**src/rtl/demux_stream_n_if.sv**
```systemverilog
// demux_stream_n_if: producer/consumer bundle for the 1-to-N stream demultiplexer
interface demux_stream_n_if #(
   parameter int WIDTH = 8,
   parameter int NCH   = 8,
   parameter int SELW  = 3
);
   logic [WIDTH-1:0] i_data;
   logic             i_valid;
   logic             i_ready;
   logic [SELW-1:0]  s;
   logic             mode;
   logic [WIDTH-1:0] o_data;
   logic [NCH-1:0]   o_valid;
   logic [NCH-1:0]   o_ready;
   logic [SELW-1:0]  cur_sel;
   logic             err;
   modport master (
      output i_data, i_valid, s, mode, o_ready,
      input  i_ready, o_data, o_valid, cur_sel, err
   );
   modport slave (
      input  i_data, i_valid, s, mode, o_ready,
      output i_ready, o_data, o_valid, cur_sel, err
   );
endinterface

```
**src/rtl/demux_stream_n.sv**
```systemverilog
// demux_stream_n: registered 1-to-N stream demux with one-entry hold, backpressure and round-robin mode
module demux_stream_n #(
   parameter int WIDTH = 8,
   parameter int NCH   = 8,
   parameter int SELW  = 3
) (
   input logic clk,
   input logic rst,
   demux_stream_n_if.slave bus
);
   logic             hold_valid;
   logic [SELW-1:0]  hold_sel;
   logic [WIDTH-1:0] hold_data;
   logic [SELW-1:0]  rr_sel;
   logic             err_q;
   logic [SELW-1:0]  sel;
   logic             in_range;
   logic             in_xfer;
   logic             out_xfer;
   assign out_xfer    = hold_valid && bus.o_ready[hold_sel];
   assign bus.i_ready = !rst && (!hold_valid || bus.o_ready[hold_sel]);
   assign in_xfer     = bus.i_valid && bus.i_ready;
   assign sel         = bus.mode ? rr_sel : bus.s;
   assign in_range    = 32'(sel) < NCH;
   assign bus.o_data  = hold_data;
   assign bus.o_valid = hold_valid ? NCH'(1) << hold_sel : '0;
   assign bus.cur_sel = rr_sel;
   assign bus.err     = err_q;
   // load/replace/drain the hold register, advance the round-robin pointer, flag dropped beats
   always_ff @(posedge clk or posedge rst) begin
      if (rst) begin
         hold_valid <= 1'b0;
         hold_sel   <= '0;
         hold_data  <= '0;
         rr_sel     <= '0;
         err_q      <= 1'b0;
      end else begin
         err_q <= in_xfer && !in_range;
         if (in_xfer && in_range) begin
            hold_data  <= bus.i_data;
            hold_sel   <= sel;
            hold_valid <= 1'b1;
         end else if (out_xfer) begin
            hold_valid <= 1'b0;
         end
         if (in_xfer && bus.mode)
            rr_sel <= (32'(rr_sel) == NCH - 1) ? '0 : rr_sel + SELW'(1);
      end
   end
endmodule

```
**src/flat_wrapper.sv**
```systemverilog
// flat-port wrapper written by rule: the top's interface ports become plain ports
module demux_stream_n_flat 
#(
   parameter int WIDTH = 8,
   parameter int NCH   = 8,
   parameter int SELW  = 3
)
  (clk, rst, bus_i_data, bus_i_valid, bus_s, bus_mode, bus_o_ready, bus_i_ready, bus_o_data, bus_o_valid, bus_cur_sel, bus_err);
  demux_stream_n_if #(.WIDTH(WIDTH), .NCH(NCH), .SELW(SELW)) bus_i ();
  input logic clk;
  input logic rst;
  input wire logic [$bits(bus_i.i_data)-1:0] bus_i_data;
  input wire logic [$bits(bus_i.i_valid)-1:0] bus_i_valid;
  input wire logic [$bits(bus_i.s)-1:0] bus_s;
  input wire logic [$bits(bus_i.mode)-1:0] bus_mode;
  input wire logic [$bits(bus_i.o_ready)-1:0] bus_o_ready;
  output wire logic [$bits(bus_i.i_ready)-1:0] bus_i_ready;
  output wire logic [$bits(bus_i.o_data)-1:0] bus_o_data;
  output wire logic [$bits(bus_i.o_valid)-1:0] bus_o_valid;
  output wire logic [$bits(bus_i.cur_sel)-1:0] bus_cur_sel;
  output wire logic [$bits(bus_i.err)-1:0] bus_err;
  assign bus_i.i_data = bus_i_data;
  assign bus_i.i_valid = bus_i_valid;
  assign bus_i.s = bus_s;
  assign bus_i.mode = bus_mode;
  assign bus_i.o_ready = bus_o_ready;
  assign bus_i_ready = bus_i.i_ready;
  assign bus_o_data = bus_i.o_data;
  assign bus_o_valid = bus_i.o_valid;
  assign bus_cur_sel = bus_i.cur_sel;
  assign bus_err = bus_i.err;
  demux_stream_n #(.WIDTH(WIDTH), .NCH(NCH), .SELW(SELW)) u_core (.clk(clk), .rst(rst), .bus(bus_i));
endmodule
```
**config.mk**
```make
export PLATFORM = sky130hd
export DESIGN_NAME = demux_stream_n_flat
export DESIGN_NICKNAME = d
export VERILOG_FILES = /design/src/rtl/demux_stream_n_if.sv /design/src/rtl/demux_stream_n.sv /design/src/flat_wrapper.sv
export SDC_FILE = /design/constraint.sdc
export NUM_CORES = 1
export LEC_CHECK = 0
export CAP_MARGIN = 40
export CORE_MARGIN = 5
export CORE_UTILIZATION = 40
export CTS_CLUSTER_DIAMETER = 30
export DETAILED_ROUTE_END_ITERATION = 12
export HOLD_SLACK_MARGIN = 0.15
export PLACE_DENSITY = 0.86
export SYNTH_ARGS = -nofsm -noshare
export SYNTH_HDL_FRONTEND = slang
export SYNTH_SLANG_ARGS = --single-unit
export TNS_END_PERCENT = 20
```
**constraint.sdc**
```tcl
create_clock -name clk -period 3.35 [get_ports clk]
set_input_delay 0.67 -clock clk [delete_from_list [all_inputs] [get_ports clk]]
set_output_delay 0.67 -clock clk [all_outputs]
set_load 0.02 [all_outputs]
```
==> impl_metrics.py <==
metrics = {
    "global_routing": {
        "grt_pass1_wl_um": 3284,
        "overflow": 0,
        "grt_pass1_vias": 747,
        "antenna_found_initial": 0,
        "grt_max_degree": 16,
        "grt_util_all_layers_pct": 16.28,
    },
    "sta": {
        "hold_viol": 0,
        "skew_ns": 0.01029,
        "drv_slew": 0,
        "fmax_mhz": 320.1,
        "fin_crit_sh_pct": 93.26,
        "setup_viol": 0,
        "post-route-min-period_ns": 3.124,
        "tns_ns": 0,
        "worst_pin_slew_ns": 0.5561,
        "relSlewSlack_pct": 61.97,
        "rsz0062_at_grt": "false",
    },
    "drt": {
        "met1_length_um": 770,
        "drc": 0,
        "vias": 699,
        "wire_per_inst_um": 14.23,
        "dr.pass1.iters": 4,
        "postRouteAntennaNets": 0,
        "route.top_layer_used": "met4",
        "wl_met2_um": 1038,
        "viasPerCell": 4.923,
        "drtIter0Drc": 11,
        "wl_met3_um": 125,
        "wirelength_um": 2021,
    },
    "hold_path": {
        "hold_path.class": "flop to flop",
        "whs_path_depth": 1,
    },
    "clock_tree": {
        "cts_sinks": 15,
        "cts_buffers": 3,
        "htreeDepth": 1,
        "cts_resized": 0,
        "clk_path_buf_depth": 2,
        "clk_latency_ns": 0.29,
        "cts_setup_buffers": 0,
        "cts_tree": "built",
        "ctsHoldBuffers": 0,
        "cts_root_buf": "clkbuf_4",
        "clk_pin_slew_ns": 0.09,
    },
    "pwr": {
        "power_density_nw_per_um2": 814.3,
        "swShare_pct": 40.50,
        "seq_power_share_pct": 34.5,
        "p_sw_mw": 0.4217,
        "vdd_drop_max_mv": 0.4662,
        "p_int_mw": 0.6196,
        "p_comb_share_pct": 55.7,
        "p_leak_nw": 0.5385,
        "clkPwrFrac_pct": 9.8,
    },
    "cells_and_area": {
        "layout_common_cells": "clkdlybuf4s50_1 (42), dfrtp_1 (15), mux2_1 (8), nor2_1 (6)",
        "postLayoutCellArea_sq_um": 1279,
        "nets": 141,
        "n_antenna_cell": 0,
        "drive_above_1_share_pct": 13.04,
        "area_growth_pct": 62.48,
        "layout_commonest_cell": "clkdlybuf4s50_1",
    },
    "setup_path": {
        "max_stage_delay_ns": 0.67,
        "cp_max_fo": 2,
        "cp.required_ns": 2.68,
        "cpMaxStageDelayCell": "clkdlybuf4s50_1",
        "reg2reg_depth": 6,
        "crit_chain": "clkdlybuf4s50_1, nor2b_1, a2111oi_0, buf_4, nor4_1, clkdlybuf4s50_1",
        "critPathLaunchType": "input port",
        "crit_arrival_ns": 2.45,
        "cp-end-kind": "primary output",
        "critical_path_depth": 6,
        "crit_type": "input port to primary output",
        "cpMostUsedCell": "clkdlybuf4s50_1",
        "critical_path.top_delay_family": "buffers and inverters",
        "critical_path_buf_inv_count": 3,
    },
    "yosys": {
        "synth_fp_nets": 93,
        "synthesis.area_sq_um": 787.0,
        "synthSimpleGateAreaFrac_pct": 14.79,
        "ys_ff_latch": 15,
        "synth_top_family_by_area": "multiplexers",
        "synth_fa_ha_area_share_pct": 3.180,
        "synth_mux_area_share_pct": 25.12,
        "yosys.area.top_type": "dfrtp_1",
        "synth_cell_types": 24,
        "yosysSeqAreaShare_pct": 47.69,
        "ys_warn_count": 0,
        "yosysTopAreaCellShare_pct": 47.69,
        "synthTopCellsByArea": "dfrtp_1 (48%), mux2_1 (11%), mux2_4 (5.7%)",
        "yosys.area_share.xor_xnor_pct": 0,
        "synth_compound_area_share_pct": 6.200,
        "syn_inst": 68,
        "syn_avg_cell_area_sq_um": 11.57,
    },
    "placed_design": {
        "io_buffers": 42,
        "placed_area_sq_um": 1251,
        "place_hpwl_um": 1732,
        "gp_congestion": 0.7092,
    },
    "floorplan": {
        "dieArea_sq_um": 2954,
        "fp.dieW_um": 54.36,
        "row_count": 16,
        "start_util_pct": 40.95,
        "die_y_um": 54.36,
        "io_pins": 44,
        "core_sq_um": 1922,
    },
    "run": {
        "drv_cap": 0,
    },
    "run_status": {
        "status": "finished, final reports clean",
    },
}
layer usage:
metal	vias up	global-route usage, %
met5	-	0
met4	0	14.11
met3	6	1.907
met2	28	29.08
met1	326	16.55
li1	339	-
sequential cells by signal, summed over array words and instances (netlist names):
register            cells
u_core.hold_valid       1
u_core.bus.cur_sel      3
u_core.hold_sel         3
u_core.bus.o_data       8
final timing paths:
kind                                                  start                                 to  slack [ns]
max                                          bus_o_ready[4]                        bus_i_ready        0.23
min                        u_core.bus.o_data[1]$_DFFE_PP0P_   u_core.bus.o_data[1]$_DFFE_PP0P_        0.50
max reg2reg                  u_core.hold_sel[1]$_DFFE_PP0P_   u_core.bus.o_data[2]$_DFFE_PP0P_        1.18
min reg2reg                u_core.bus.o_data[1]$_DFFE_PP0P_   u_core.bus.o_data[1]$_DFFE_PP0P_        0.50
max in group asynchronous                               rst  u_core.bus.cur_sel[0]$_DFFE_PP0P_        2.21
min in group asynchronous                               rst   u_core.bus.o_data[0]$_DFFE_PP0P_        0.78
synthesized netlist by cell type, drive strengths merged:
cell type,number
mux2i,4
nor2b,3
and3,1
a31oi,2
nor2,6
inv,2
o32ai,1
a2111oi,2
mux2,13
nor4,1
dfrtp,15
conb,1
nand2b,1
nand3,1
nor3,4
a21oi,2
nand2,5
ha,2
buf,2
worst reg2reg max path, cell delays in order, from the launching register on:
cell       delay, ns
dfrtp_1         0.57
nor2b_1         0.09
a2111oi_0       0.55
buf_4           0.21
nor3_2          0.06
nand2_2         0.23
mux2_1          0.36
through the flow:
step / util (%) / hold slack [ns] / cells / setup WS, ns / power (mW)
final: 66.54 / 0.4999 / 142 / 0.2257 / 1.041
after global routing: 66.54 / 0.5225 / 142 / 0.06907 / 1.116
after detailed placement: 65.10 / 0.4874 / 138 / 0.2211 / 0.9535
after global placement: 65.10 / 0.4754 / 138 / 0.2366 / 0.9263
after floorplan: - / 0.5497 / 68 / 0.9500 / 0.6703
after CTS: 66.54 / 0.5084 / 142 / 0.2016 / 1.058
power groups by stage:
stage	Combinational, mW	Clock (mW)	Sequential [mW]
after global routing	0.625	0.113	0.378
after floorplan	0.248	0	0.422
final	0.580	0.102	0.359
after detailed placement	0.588	0	0.365
after global placement	0.568	0	0.358
after CTS	0.590	0.106	0.362
cell type report:
| cell class | count | area, sq um |
|---|---|---|
| clock inverter | 1 | 5.005 |
| clock buffer | 3 | 22.52 |
| inverter | 2 | 7.507 |
| tap | 27 | 33.78 |
| fill | 167 | 643.1 |
| timing repair buffer | 45 | 442.9 |
| sequential | 15 | 375.4 |
| multi-input combinational | 49 | 391.6 |
kinds of logic after synthesis:
group	count (synthesis)
other cells	1
mux	17
fa+ha+maj	2
simple gates	22
flops	15
compound gates	7
buf+inv	4
Power figures use the tool's default switching activity.
